--- config.mk ---
export PLATFORM = sky130hd
export DESIGN_NAME = cmd_frame_ctrl
export DESIGN_NICKNAME = d
export VERILOG_FILES = /design/src/rtl/cmd_frame_pkg.sv /design/src/rtl/cmd_frame_ctrl_tx_byte_serializer.sv /design/src/rtl/cmd_frame_ctrl.sv
export SDC_FILE = /design/constraint.sdc
export NUM_CORES = 1
export LEC_CHECK = 0
export ABC_AREA = 0
export BUFFER_PORTS_ARGS = -buffer_cell sky130_fd_sc_hd__buf_2
export CAP_MARGIN = 20
export CORE_ASPECT_RATIO = 2
export CORE_UTILIZATION = 45
export DETAILED_ROUTE_END_ITERATION = 10
export PLACE_DENSITY = 0.75
export RECOVER_POWER = 25
export SLEW_MARGIN = 10
export SYNTH_ARGS = -nofsm -noshare
export SYNTH_HDL_FRONTEND = slang
export SYNTH_SLANG_ARGS = --single-unit
--- constraint.sdc ---
create_clock -name CLK -period 4.2 [get_ports CLK]
set_input_delay 0.21 -clock CLK [delete_from_list [all_inputs] [get_ports CLK]]
set_output_delay 0.21 -clock CLK [all_outputs]
set_load 0.005 [all_outputs]
--- src/rtl/cmd_frame_pkg.sv ---
// Shared definitions for the command-frame controller: opcodes, FSM states,
// operand register addresses and the result byte-count helper.
package cmd_frame_pkg;

   // Opcodes, zero-extended to DATA_WIDTH before comparison.
   localparam logic [7:0] CMD_WR      = 8'hAA;
   localparam logic [7:0] CMD_RD      = 8'hBB;
   localparam logic [7:0] CMD_ALU_OP  = 8'hCC;
   localparam logic [7:0] CMD_ALU_NOP = 8'hDD;

   // Register-file locations that hold the ALU operands.
   localparam int REG_A = 0;
   localparam int REG_B = 1;

   typedef enum logic [3:0] {
      IDLE,
      WR_ADDR,
      WR_DATA,
      RD_ADDR,
      RD_WAIT,
      OP_A,
      OP_B,
      ALU_FUN_S,
      ALU_WAIT,
      TX_SEND
   } state_t;

   // Number of TX bytes needed to carry a result of out_w bits.
   function automatic int nbytes(input int out_w, input int data_w);
      return (out_w + data_w - 1) / data_w;
   endfunction

endpackage

--- src/rtl/cmd_frame_ctrl_tx_byte_serializer.sv ---
// Sends a latched result to the TX FIFO one byte at a time, LSB first,
// stalling without loss while the FIFO reports full.
module tx_byte_serializer #(
   parameter int DATA_WIDTH = 8,
   parameter int MAX_BYTES  = 2,
   parameter int CNT_W      = 2
) (
   input  logic                            clk,
   input  logic                            rst,
   input  logic                            load,
   input  logic [MAX_BYTES*DATA_WIDTH-1:0] load_data,
   input  logic [CNT_W-1:0]                load_count,
   input  logic                            fifo_full,
   output logic [DATA_WIDTH-1:0]           tx_data,
   output logic                            tx_vld,
   output logic                            last
);

   logic [MAX_BYTES*DATA_WIDTH-1:0] shreg;
   logic [CNT_W-1:0]                remaining;

   // The strobe is gated by fifo_full in the same cycle, so a byte is only
   // offered when the FIFO can take it; the data word sits still until then.
   assign tx_vld  = (remaining != '0) && !fifo_full;
   assign tx_data = shreg[DATA_WIDTH-1:0];
   assign last    = tx_vld && (remaining == CNT_W'(1));

   // Load a new result, or shift out one byte each cycle the FIFO accepts it.
   always_ff @(posedge clk) begin
      // NOTE: sequential state uses non-blocking assignments so every register
      // updates from the same pre-edge values and simulation matches hardware.
      if (rst) begin
         shreg     <= '0;
         remaining <= '0;
      end else if (load) begin
         shreg     <= load_data;
         remaining <= load_count;
      end else if (tx_vld) begin
         shreg     <= shreg >> DATA_WIDTH;
         remaining <= remaining - 1'b1;
      end
   end

endmodule

--- src/rtl/cmd_frame_ctrl.sv ---
// Command-frame controller: parses opcode frames from the RX byte stream,
// drives register-file writes/reads and ALU operations, and returns results
// to the TX FIFO. Adds inter-byte timeout, address checking and RX overrun.
module cmd_frame_ctrl
   import cmd_frame_pkg::*;
#(
   parameter int DATA_WIDTH     = 8,
   parameter int ADDR_WIDTH     = 4,
   parameter int OUT_WIDTH      = 16,
   parameter int TIMEOUT_CYCLES = 1024
) (
   input  logic                  CLK,
   input  logic                  RST,
   input  logic [DATA_WIDTH-1:0] RX_P_DATA,
   input  logic                  RX_D_VLD,
   input  logic [DATA_WIDTH-1:0] RdData,
   input  logic                  RdData_Valid,
   input  logic [OUT_WIDTH-1:0]  ALU_OUT,
   input  logic                  OUT_Valid,
   input  logic                  fifo_full,
   output logic [3:0]            ALU_FUN,
   output logic                  EN,
   output logic                  CLK_EN,
   output logic [ADDR_WIDTH-1:0] Address,
   output logic                  WrEn,
   output logic                  RdEn,
   output logic [DATA_WIDTH-1:0] WrData,
   output logic [DATA_WIDTH-1:0] TX_P_DATA,
   output logic                  TX_D_VLD,
   output logic                  clk_div_en,
   output logic                  frame_err,
   output logic                  rx_overrun
);

   localparam int NB    = nbytes(OUT_WIDTH, DATA_WIDTH);
   localparam int RES_W = NB * DATA_WIDTH;
   localparam int CW    = $clog2(NB + 1);
   localparam int TW    = $clog2(TIMEOUT_CYCLES + 1);

   localparam logic [DATA_WIDTH-1:0] OP_WR      = DATA_WIDTH'(CMD_WR);
   localparam logic [DATA_WIDTH-1:0] OP_RD      = DATA_WIDTH'(CMD_RD);
   localparam logic [DATA_WIDTH-1:0] OP_ALU     = DATA_WIDTH'(CMD_ALU_OP);
   localparam logic [DATA_WIDTH-1:0] OP_ALU_NOP = DATA_WIDTH'(CMD_ALU_NOP);
   localparam logic [TW-1:0]         TMO_LAST   = TW'(TIMEOUT_CYCLES - 1);

   state_t                state, state_nx;
   logic [TW-1:0]         tmo_cnt, tmo_nx;
   logic                  wr_en_nx, rd_en_nx, en_nx, clk_en_nx;
   logic                  frame_err_nx, overrun_nx;
   logic [ADDR_WIDTH-1:0] addr_nx;
   logic [DATA_WIDTH-1:0] wr_data_nx;
   logic [3:0]            alu_fun_nx;
   logic                  ser_load, ser_last;
   logic [RES_W-1:0]      ser_data;
   logic [CW-1:0]         ser_count;
   logic                  in_frame, waiting, progress, tmo_hit, addr_ok;

   // States collecting frame bytes, and states waiting on a read/ALU strobe.
   assign in_frame = (state == WR_ADDR) || (state == WR_DATA) || (state == RD_ADDR) ||
                     (state == OP_A) || (state == OP_B) || (state == ALU_FUN_S);
   assign waiting  = (state == RD_WAIT) || (state == ALU_WAIT);
   assign progress = (in_frame && RX_D_VLD) ||
                     ((state == RD_WAIT) && RdData_Valid) ||
                     ((state == ALU_WAIT) && OUT_Valid);
   assign tmo_hit  = (in_frame || waiting) && !progress && (tmo_cnt == TMO_LAST);
   assign addr_ok  = (RX_P_DATA >> ADDR_WIDTH) == '0;

   // Next-state and next-output decode for the frame parser.
   always_comb begin
      // NOTE: every signal written here gets a default first, so no path can
      // leave one unassigned and infer a latch.
      state_nx     = state;
      tmo_nx       = (in_frame || waiting) ? tmo_cnt + 1'b1 : '0;
      wr_en_nx     = 1'b0;
      rd_en_nx     = 1'b0;
      en_nx        = 1'b0;
      clk_en_nx    = CLK_EN;
      frame_err_nx = 1'b0;
      overrun_nx   = 1'b0;
      addr_nx      = Address;
      wr_data_nx   = WrData;
      alu_fun_nx   = ALU_FUN;
      ser_load     = 1'b0;
      ser_data     = '0;
      ser_count    = '0;

      if (tmo_hit) begin
         state_nx     = IDLE;
         tmo_nx       = '0;
         frame_err_nx = 1'b1;
         clk_en_nx    = 1'b0;
      end else begin
         if (progress) tmo_nx = '0;
         unique case (state)
            IDLE: begin
               if (RX_D_VLD) begin
                  if      (RX_P_DATA == OP_WR)      state_nx = WR_ADDR;
                  else if (RX_P_DATA == OP_RD)      state_nx = RD_ADDR;
                  else if (RX_P_DATA == OP_ALU)     state_nx = OP_A;
                  else if (RX_P_DATA == OP_ALU_NOP) state_nx = ALU_FUN_S;
                  else                              frame_err_nx = 1'b1;
               end
            end
            WR_ADDR, RD_ADDR: begin
               if (RX_D_VLD) begin
                  if (addr_ok) begin
                     addr_nx  = RX_P_DATA[ADDR_WIDTH-1:0];
                     rd_en_nx = (state == RD_ADDR);
                     state_nx = (state == RD_ADDR) ? RD_WAIT : WR_DATA;
                  end else begin
                     frame_err_nx = 1'b1;
                     state_nx     = IDLE;
                  end
               end
            end
            WR_DATA: begin
               if (RX_D_VLD) begin
                  wr_en_nx   = 1'b1;
                  wr_data_nx = RX_P_DATA;
                  state_nx   = IDLE;
               end
            end
            OP_A, OP_B: begin
               if (RX_D_VLD) begin
                  wr_en_nx   = 1'b1;
                  wr_data_nx = RX_P_DATA;
                  addr_nx    = (state == OP_A) ? ADDR_WIDTH'(REG_A) : ADDR_WIDTH'(REG_B);
                  state_nx   = (state == OP_A) ? OP_B : ALU_FUN_S;
               end
            end
            ALU_FUN_S: begin
               if (RX_D_VLD) begin
                  alu_fun_nx = RX_P_DATA[3:0];
                  en_nx      = 1'b1;
                  clk_en_nx  = 1'b1;
                  state_nx   = ALU_WAIT;
               end
            end
            RD_WAIT: begin
               overrun_nx = RX_D_VLD;
               if (RdData_Valid) begin
                  ser_load  = 1'b1;
                  ser_data  = RES_W'(RdData);
                  ser_count = CW'(1);
                  state_nx  = TX_SEND;
               end
            end
            ALU_WAIT: begin
               overrun_nx = RX_D_VLD;
               if (OUT_Valid) begin
                  ser_load  = 1'b1;
                  ser_data  = RES_W'(ALU_OUT);
                  ser_count = CW'(NB);
                  clk_en_nx = 1'b0;
                  state_nx  = TX_SEND;
               end
            end
            TX_SEND: begin
               overrun_nx = RX_D_VLD;
               if (ser_last) state_nx = IDLE;
            end
            default: state_nx = IDLE;
         endcase
      end
   end

   // State, timeout counter and registered outputs.
   always_ff @(posedge CLK) begin
      if (RST) begin
         state      <= IDLE;
         tmo_cnt    <= '0;
         WrEn       <= 1'b0;
         RdEn       <= 1'b0;
         EN         <= 1'b0;
         CLK_EN     <= 1'b0;
         frame_err  <= 1'b0;
         rx_overrun <= 1'b0;
         Address    <= '0;
         WrData     <= '0;
         ALU_FUN    <= '0;
         clk_div_en <= 1'b0;
      end else begin
         state      <= state_nx;
         tmo_cnt    <= tmo_nx;
         WrEn       <= wr_en_nx;
         RdEn       <= rd_en_nx;
         EN         <= en_nx;
         CLK_EN     <= clk_en_nx;
         frame_err  <= frame_err_nx;
         rx_overrun <= overrun_nx;
         Address    <= addr_nx;
         WrData     <= wr_data_nx;
         ALU_FUN    <= alu_fun_nx;
         clk_div_en <= 1'b1;
      end
   end

   tx_byte_serializer #(
      .DATA_WIDTH (DATA_WIDTH),
      .MAX_BYTES  (NB),
      .CNT_W      (CW)
   ) u_ser (
      .clk        (CLK),
      .rst        (RST),
      .load       (ser_load),
      .load_data  (ser_data),
      .load_count (ser_count),
      .fifo_full  (fifo_full),
      .tx_data    (TX_P_DATA),
      .tx_vld     (TX_D_VLD),
      .last       (ser_last)
   );

endmodule

# [Yosys cells after proc, flatten, opt, wreduce, memory -nomap -nowiden]
# Index checks and enable logic that the tools add are counted.
[op_classes] add_sub_neg=2 n_eq_ne=25 n_mux=51 n_bitwise=8 n_reduce_logical=39
[op_table] operator="16-bit 2-to-1 mux" count=4
[op_table] operator="4-bit 2-to-1 mux" count=15
[op_table] operator="8-bit == test (second input constant)" count=4
[op_table] operator="16-bit case mux with 2 select lines" count=1
[op_table] operator="4-bit case mux with 8 select lines" count=1
[op_table] operator="1-bit 2-to-1 mux" count=18
[op_table] operator="2-bit inequality test (second input constant)" count=9
[op_table] operator="4-bit by 3-bit == test with 1-bit output (second input constant)" count=4
[op_table] operator="3-bit OR reduction" count=5
[op_table] operator="11-bit by 1-bit adder with 11-bit output (second input constant)" count=1
[op_table] operator="11-bit by 10-bit == test with 1-bit output (second input constant)" count=1
[op_table] operator="1-bit logical OR" count=9
[op_table] operator="3-bit AND reduction" count=3
[op_table] operator="9-bit AND reduction" count=1
[op_table] operator="4-bit by 2-bit == test with 1-bit output (second input constant)" count=2
[op_table] operator="4-bit == test (second input constant)" count=2
[op_table] operator="8-bit logical NOT" count=1
[op_table] operator="2-bit 2-to-1 mux" count=4
[op_table] operator="8-bit 2-to-1 mux" count=1
[op_table] operator="1-bit inverter" count=8
[op_table] operator="4-bit case mux with 2 select lines" count=1
[op_table] operator="2-bit nonzero test" count=4
[op_table] operator="1-bit logical AND" count=7
[op_table] operator="3-bit 2-to-1 mux" count=2
[op_table] operator="other kinds (12)" count=17
[word_totals] register_bits=56 input_bits=38 output_inout_bits=32 elab_cells=139

# [Logic depth before layout (Yosys ltp)]
# Gate-level depths: netlist of the first run.
[logic_depth] depth_word=14 depth_mapped=8 depth_no_buf=8

# [By module]
# Synthesis of the first run repeated with hierarchy kept, for this count alone.
[hier_totals] cells_unflattened=325 area_unflattened_um2=2909.0
[by_module_without_submodules] module="cmd_frame_ctrl" instances=1 cells_per_inst=220 area_each_um2=2024.4 seq_area_each_um2=760.7
[by_module_without_submodules] module="tx_byte_serializer" instances=1 cells_per_inst=105 area_each_um2=884.6 seq_area_each_um2=360.3

# [Least setup slack after synthesis of the first run]
# Ideal clock, no wire load.
[synth_timing] path_kind="reg2reg" start="register u_ser.remaining[0]" end="register state[0]" setup_ns=0.071 arrival_time_ns=1.876 t_required_ns=4.129 slack_ns=2.253 stages_incl_launch_ff=8 path_buffers=0 period_less_slack_ns=1.947 cell_sequence="dfxtp_1 > inv_1 > ha_1 > or3b_1 > a32oi_2 > o211ai_2 > a2111o_1 > a21oi_1"
[synth_via] elab_chain_cells=5 elab_cells_between_ends=6 classes_between="eq/ne: 2; reduce/logical: 4"
[synth_lines] item="from (decl)" line_no="cmd_frame_ctrl_tx_byte_serializer.sv:20" rtl="logic [CNT_W-1:0] remaining;"
[synth_lines] item="from (signal assigned)" line_no="cmd_frame_ctrl_tx_byte_serializer.sv:37" rtl="remaining <= load_count;"
[synth_lines] item="from (signal assigned)" line_no="cmd_frame_ctrl_tx_byte_serializer.sv:40" rtl="remaining <= remaining - 1'b1;"
[synth_lines] item="2-bit nonzero test" line_no="cmd_frame_ctrl_tx_byte_serializer.sv:24" rtl="assign tx_vld = (remaining != '0) && !fifo_full;"
[synth_lines] item="1-bit logical AND" line_no="cmd_frame_ctrl_tx_byte_serializer.sv:24"
[synth_lines] item="1-bit logical AND (*)" line_no="cmd_frame_ctrl_tx_byte_serializer.sv:26" rtl="assign last = tx_vld && (remaining == CNT_W'(1));"
[synth_lines] item="2-bit inequality test (no source line) (*)"
[synth_lines] item="9-bit AND reduction (no source line) (*)"
[synth_lines] item="to (signal assigned)" line_no="cmd_frame_ctrl.sv:183" rtl="state <= state_nx;"
[synth_lines] item="to (decl)" line_no="cmd_frame_ctrl.sv:46" rtl="state_t state, state_nx;"
# Every way passes the cells marked *; elsewhere a longest branch is shown, timed or not.
# A chain may end at the register's enable or synchronous reset.

# [Worst setup path after layout of the first run]
[layout_timing] start="register state[2]" end="register tmo_cnt[7]"
[layout_via] elab_chain_cells=13 elab_cells_between_ends=25 classes_between="eq/ne: 8; bitwise: 1; reduce/logical: 16"
[layout_lines] item="4-bit by 1-bit == test with 1-bit output or 4-bit by 2-bit == test with 1-bit output (tied branches)" line_no="cmd_frame_ctrl.sv:59" rtl="assign in_frame = (state == WR_ADDR) || (state == WR_DATA) || (state == RD_ADDR) ||"
[layout_lines] item="1-bit logical OR (3 in a row)" line_no="cmd_frame_ctrl.sv:59"
[layout_lines] item="1-bit logical OR (2 in a row)" line_no="cmd_frame_ctrl.sv:60" rtl="(state == OP_A) || (state == OP_B) || (state == ALU_FUN_S);"
[layout_lines] item="1-bit logical AND" line_no="cmd_frame_ctrl.sv:62" rtl="assign progress = (in_frame && RX_D_VLD) ||"
[layout_lines] item="1-bit logical OR" line_no="cmd_frame_ctrl.sv:62"
[layout_lines] item="1-bit logical OR" line_no="cmd_frame_ctrl.sv:63" rtl="((state == RD_WAIT) && RdData_Valid) ||"
[layout_lines] item="1-bit logical NOT" line_no="cmd_frame_ctrl.sv:65" rtl="assign tmo_hit = (in_frame || waiting) && !progress && (tmo_cnt == TMO_LAST);"
[layout_lines] item="1-bit logical AND (2 in a row)" line_no="cmd_frame_ctrl.sv:65"
[layout_lines] item="4-bit OR reduction (no source line) (*)"
[layout_lines] item="to (signal assigned)" line_no="cmd_frame_ctrl.sv:184" rtl="tmo_cnt <= tmo_nx;"
[layout_lines] item="to (decl)" line_no="cmd_frame_ctrl.sv:47" rtl="logic [TW-1:0] tmo_cnt, tmo_nx;"
# Marked as above.

==> impl_metrics.yaml, run 1 <==
status:
  status: "complete, but fails checks"
  violations: "max-capacitance violations, max-slew violations"
critical_path:
  reg2reg_to: "tmo_cnt[7]"
  r2r_setup_slack_ns: 1.88
  crit_path_end_kind: "flop"
  r2r_start: "state[2]"
  path_max_fanout: 17
  worstPathRequired_ns: 4.45
  r2r_cells: 5
  critPathKind: "reg -> reg"
  crit_arrival_ns: 2.57
  critPathLaunchType: "flop"
die:
  die_h_microns: 109
  io-pin-count: 70
  num_rows: 38
  start_util_pct: 47.2
  die_w_microns: 55.5
  design.core.area_sq_um: 5470
  die_area_sq_um: 6060
logic_synthesis:
  synth_seq_area_share_pct: 43.5
  synthMuxAreaShare_pct: 5.82
  synth_fa_ha_area_share_pct: 1.46
  yosys_warnings: 0
  syn_area_sq_um: 2580
  synthArstFlopShare_pct: 0
  synth.net_count: 345
  synth_top_family_by_area: "simple AND/OR/NAND/NOR gates"
  synth_enable_flop_cells: 0
  ys.flop_type: "dfxtp_1"
  synth-compound-area-share_pct: 15.0
  avgSynthCellArea_sq_um: 8.48
  synthXorXnorAreaFrac_pct: 3.74
  netlist_instances: 304
  synth_seq_cells: 56
  synth.distinct_cells: 44
  yosys.area_share.simple_pct: 24.2
sta:
  hold_viol_final: 0
  fin_skew_ns: 0.0124
  setup_viol_count_final: 0
  fin_crit_sh_pct: 55.3
  finalCriticalPeriod_ns: 2.32
  worst_slew_pin_slew_ns: 1.56
  max_slew_margin_pct: -3.92
  setup_slack_ns: 1.88
  drv_slew: 37
  whs_ns: 0.135
  rsz0062_at_grt: "false"
  setup_tns_ns: 0
  max_freq_ghz: 0.430
cells_and_area:
  diodes: 0
  final_net_count: 395
  final_cell_mix: "buf_2 (58), dfxtp_1 (56), nor2_1 (52), nand2_1 (32), mux2i_1 (15)"
  layout_commonest_cell: "buf_2"
  drive_above_1_share_pct: 19.4
  nFillCells: 528
  area_growth_pct: 14.1
power:
  power.sequential.fraction_pct: 47.0
  pwr_density_cell_nw_per_um2: 487
  intPower_mw: 0.922
  power_frac_comb_pct: 32.3
  swShare_pct: 35.6
  switchingPower_mw: 0.510
  peakVddDrop_mv: 0.395
  clock_power_share_pct: 20.6
  cellLeakagePower_nw: 1.20
clocking:
  clk_pin_slew_ns: 0.10
  cts_buffer_depth: 2
  cts_buffers: 5
  cts_sinks: 56
  cts.htree.levels: 2
  cts_root_buf: "clkbuf_8"
  clock_latency_ns: 0.32
  postCtsHoldBufs: 0
  cts_resized: 0
  cts_tree: "built"
  cts_setup_buffers: 0
route:
  avgViaCountPerCell: 5.51
  firstDrtPassIters: 4
  antenna_left: 0
  drt-total-wl_microns: 6000
  drt-initial-drc-count: 92
  dr_total_vias: 2286
  drc: 0
  wl_per_cell_microns: 14.5
place:
  gp_congestion: 0.852
  preCtsSetupSlack_ns: 1.89
  io_buffers: 69
  dp_hpwl_microns: 4560
min_path:
  min_to: "u_ser.shreg[3]"
  min_from: "ALU_OUT[3]"
  timing.hold.worst.class: "in -> reg"
  hold_depth: 3
global_routing:
  grt_usage_pct: 20.6
  antenna_found_initial: 0
  grt_overflow: 0
  grt_pass1_vias: 2249
  grt_pass1_wl_microns: 9870
  grt_max_degree: 37
job:
  maxCapViolations: 1
metrics by stage:
step | cells | utilization [%] | area [sq um] | power [mW]
floorplan | 304 | - | 2580 | 1.06
global placement | 407 | 52.4 | 2870 | 1.14
detailed placement | 407 | 52.4 | 2870 | 1.16
CTS | 415 | 54.1 | 2960 | 1.45
global route | 415 | 53.8 | 2940 | 1.54
finish | 415 | 53.8 | 2940 | 1.43
metal layers:
| layer | track usage [%] | vias to the layer above | routed length (microns) |
|---|---|---|---|
| li1 | - | 1154 | - |
| met4 | 11.3 | 0 | 165 |
| met3 | 4.86 | 17 | 256 |
| met2 | 39.7 | 58 | 3370 |
| met1 | 19.6 | 1057 | 2210 |
| met5 | 0 | - | 0 |
cell families (layout without fill, tap and decap cells):
family          after synthesis  count (layout)
fa+ha+maj                     3               3
flops                        56              56
simple gates                130             130
buf+inv                      33              84
compound gates               56              56
xor+xnor                     11              11
mux                          15              15
state kept, by name, summed over array words and instances, names as in the netlist:
register / count
CLK_EN: 1
WrEn: 1
state: 4
tmo_cnt: 11
ALU_FUN: 4
rx_overrun: 1
Address: 4
frame_err: 1
clk_div_en: 1
u_ser.shreg: 16
EN: 1
u_ser.remaining: 2
WrData: 8
RdEn: 1
worst max path at each step:
| stage | end | slack (ns) | start | cells after the start |
|---|---|---|---|---|
| 3_3_place_gp | tmo_cnt[3] | 1.99 | state[2] | 5 |
| 6_report | tmo_cnt[7] | 1.88 | state[2] | 5 |
| 2_1_floorplan | state[0] | 2.25 | u_ser.remaining[0] | 7 |
| 3_5_place_dp | tmo_cnt[7] | 1.89 | state[2] | 5 |
| 5_1_grt | tmo_cnt[7] | 1.63 | state[2] | 5 |
| 4_1_cts | tmo_cnt[7] | 1.88 | state[2] | 5 |
cell type report:
class | count | area (sq um) | share of cell area, %
clock buffer | 6 | 72.6 | 2.47
sequential | 56 | 1120 | 38.1
multi-input combinational | 215 | 1290 | 44.0
tap | 60 | 75.1 | 2.55
inverter | 6 | 22.5 | 0.766
clock inverter | 2 | 16.3 | 0.553
timing repair buffer | 70 | 339 | 11.5
cell usage after synthesis (2+ instances only):
cell type | n | area, sq um
or3b_1 | 2 | 17.5
xor2_1 | 6 | 52.6
mux2i_1 | 15 | 150
a211oi_1 | 2 | 15.0
clkbuf_1 | 14 | 52.6
ha_1 | 3 | 37.5
buf_2 | 4 | 20.0
inv_1 | 6 | 22.5
buf_4 | 9 | 67.6
a22oi_1 | 9 | 67.6
and3_1 | 5 | 31.3
o22ai_1 | 3 | 18.8
nor4_1 | 2 | 12.5
dfxtp_1 | 56 | 1120
nand3_1 | 7 | 35.0
and3b_1 | 2 | 17.5
o21ai_1 | 3 | 15.0
and2_1 | 3 | 18.8
o21ai_0 | 11 | 55.1
a21oi_1 | 11 | 55.1
nand2_1 | 32 | 120
nor3b_1 | 4 | 30.0
a311oi_1 | 8 | 70.1
nor2_1 | 52 | 195
xnor2_1 | 5 | 43.8
nand4bb_1 | 2 | 22.5
nor2b_1 | 6 | 37.5
nand2b_1 | 2 | 12.5
nand4_1 | 5 | 31.3
power by group through the flow:
| stage | clock, mW | sequential [mW] | combinational (mW) |
|---|---|---|---|
| after floorplan | 0 | 0.650 | 0.412 |
| after global placement | 0 | 0.681 | 0.460 |
| after detailed placement | 0 | 0.685 | 0.471 |
| after CTS | 0.305 | 0.672 | 0.472 |
| after global routing | 0.325 | 0.685 | 0.530 |
| final | 0.296 | 0.674 | 0.463 |
worst max-delay path, stage by stage, from the launching register on:
cell	delay, ns
dfxtp_1	0.64
and3b_1	0.25
o21ai_1	0.57
nand3_1	0.27
or2_1	0.38
nor2_1	0.15
Note: power is estimated with default switching activity, not from simulation.
==> run 2, diff against run 1 <==
==> constraint.sdc (replaced) <==
create_clock -name CLK -period 2.3 [get_ports CLK]
set_input_delay 0.115 -clock CLK [delete_from_list [all_inputs] [get_ports CLK]]
set_output_delay 0.115 -clock CLK [all_outputs]
set_load 0.005 [all_outputs]
==> run 2 against run 1 <==
  * The flow now finishes without violations
  * Design area increased by 2.5%
  * First-iteration DRC count shrank 8.7%
  * Setup slack got worse by 1.7 ns
  * Sequential power grew 80%
  * Clock power rose by 120%
  * Via count about the same
  * Critical path depth is 2 higher
  * Fmax rose by 9.1%
  * Sequential share of layout area down 0.93 points
  * Flip-flop and latch count unchanged
  * Hold slack worse by 0.12 ns
==> impl_metrics.yaml, run 2 (synthesis results as in run 1) <==
route:
  drt-total-wl_microns: 5920
  avgViaCountPerCell: 5.41
  antenna_left: 0
  firstDrtPassIters: 4
  drc: 0
  wl_per_cell_microns: 14.0
  dr_total_vias: 2285
  drt-initial-drc-count: 84
place:
  preCtsSetupSlack_ns: 0.120
  gp_congestion: 0.887
  io_buffers: 69
  dpl.cell_count: 414
  dpl_cell_area_sq_um: 2920
  dp_hpwl_microns: 4480
sta:
  fin_skew_ns: 0.00578
  whs_ns: 0.0116
  worst_slew_pin_slew_ns: 0.543
  rsz0062_at_grt: "false"
  fin_crit_sh_pct: 92.6
  drv_slew: 0
  max_slew_margin_pct: 62.9
  finalCriticalPeriod_ns: 2.13
  setup_tns_ns: 0
  hold_viol_final: 0
  setup_slack_ns: 0.170
  setup_viol_count_final: 0
  max_freq_ghz: 0.470
global_routing:
  grt_pass1_wl_microns: 9370
  grt_overflow: 0
  grt.busiest_layer: "met2"
  antenna_found_initial: 0
  grtUsageMet2_pct: 35.9
  grt_usage_pct: 19.9
  grt_max_degree: 36
  grtUsageMet1_pct: 20.5
  grt_pass1_vias: 2108
  use_met3_pct: 4.51
critical_path:
  crit_path_end_kind: "flop"
  r2r_cells: 7
  r2r_start: "u_ser.remaining[0]"
  critPathKind: "reg -> reg"
  startpoint: "u_ser.remaining[0]"
  critPathLaunchType: "flop"
  reg2reg_to: "u_ser.shreg[3]"
  r2r_setup_slack_ns: 0.17
  worstPathRequired_ns: 2.53
  path_max_fanout: 9
  endpoint: "u_ser.shreg[3]"
  crit_arrival_ns: 2.36
clocking:
  cts_setup_buffers: 0
  cts_sinks: 56
  clock_latency_ns: 0.32
  cts_root_buf: "clkbuf_8"
  clk_pin_slew_ns: 0.10
  cts_tree: "built"
  postCtsHoldBufs: 0
  cts_buffer_depth: 2
  cts.htree.levels: 2
  cts_buffers: 5
  cts_resized: 0
cells_and_area:
  post-route-util_pct: 55.1
  final_cell_mix: "buf_2 (59), dfxtp_1 (56), nor2_1 (52), nand2_1 (32), mux2i_1 (15)"
  largest-register: "u_ser.shreg"
  diodes: 0
  area_growth_pct: 16.9
  postLayoutCellArea_sq_um: 3020
  drive_above_1_share_pct: 21.5
  final-instance-count-excl-fill: 422
  final_net_count: 402
  layout_commonest_cell: "buf_2"
  largest_reg_flops: 16
  reg.largest.list: "u_ser.shreg x16, tmo_cnt x11, WrData x8"
die:
  io-pin-count: 70
  num_rows: 38
  design.core.area_sq_um: 5470
  die_h_microns: 109
  die_area_sq_um: 6060
  start_util_pct: 47.2
  die_w_microns: 55.5
power:
  power_mw: 2.75
  cellLeakagePower_nw: 1.25
  peakVddDrop_mv: 0.670
  pwr_density_cell_nw_per_um2: 911
status:
  status: "completed"
min_path:
  hold_depth: 2
  timing.hold.worst.class: "in -> reg"
job:
  maxCapViolations: 0
run 2: cell type report:
cell class	instances	area, sq um
Fill cell	540	2450
Multi-Input combinational cell	215	1300
Tap cell	60	75.1
Clock buffer	6	72.6
Sequential cell	56	1120
Inverter	6	22.5
Timing Repair Buffer	77	393
Clock inverter	2	35.0
run 2: power breakdown:
group          internal [mW]  total, mW  switching [mW]  leakage (nW)
clock network          0.324      0.638           0.315        0.0552
logic                  0.394      0.894           0.501         0.742
registers               1.10       1.21           0.113         0.454
total                   1.82       2.75           0.928          1.25
run 2: metal layers:
metal,part of all wire (%),routed length [microns],up-vias
met1,39,2280,1037
met3,4.9,292,13
met5,0,0,-
met2,54,3180,74
li1,-,-,1161
met4,2.8,165,0
run 2: critical path, cell delays in order, from the launching register on:
cell	delay (ns)
dfxtp_1	0.38
inv_1	0.06
ha_1	0.19
or3b_1	0.39
a32oi_2	0.30
and4_2	0.39
nand2_1	0.07
a311oi_1	0.26
run 2: how the worst min path moves through the flow:
stage,startpoint,end
3_5_place_dp,RST,clk_div_en
5_1_grt,RST,clk_div_en
4_1_cts,RST,clk_div_en
6_report,RST,clk_div_en
3_3_place_gp,RST,clk_div_en
2_1_floorplan,RX_P_DATA[0],ALU_FUN[0]
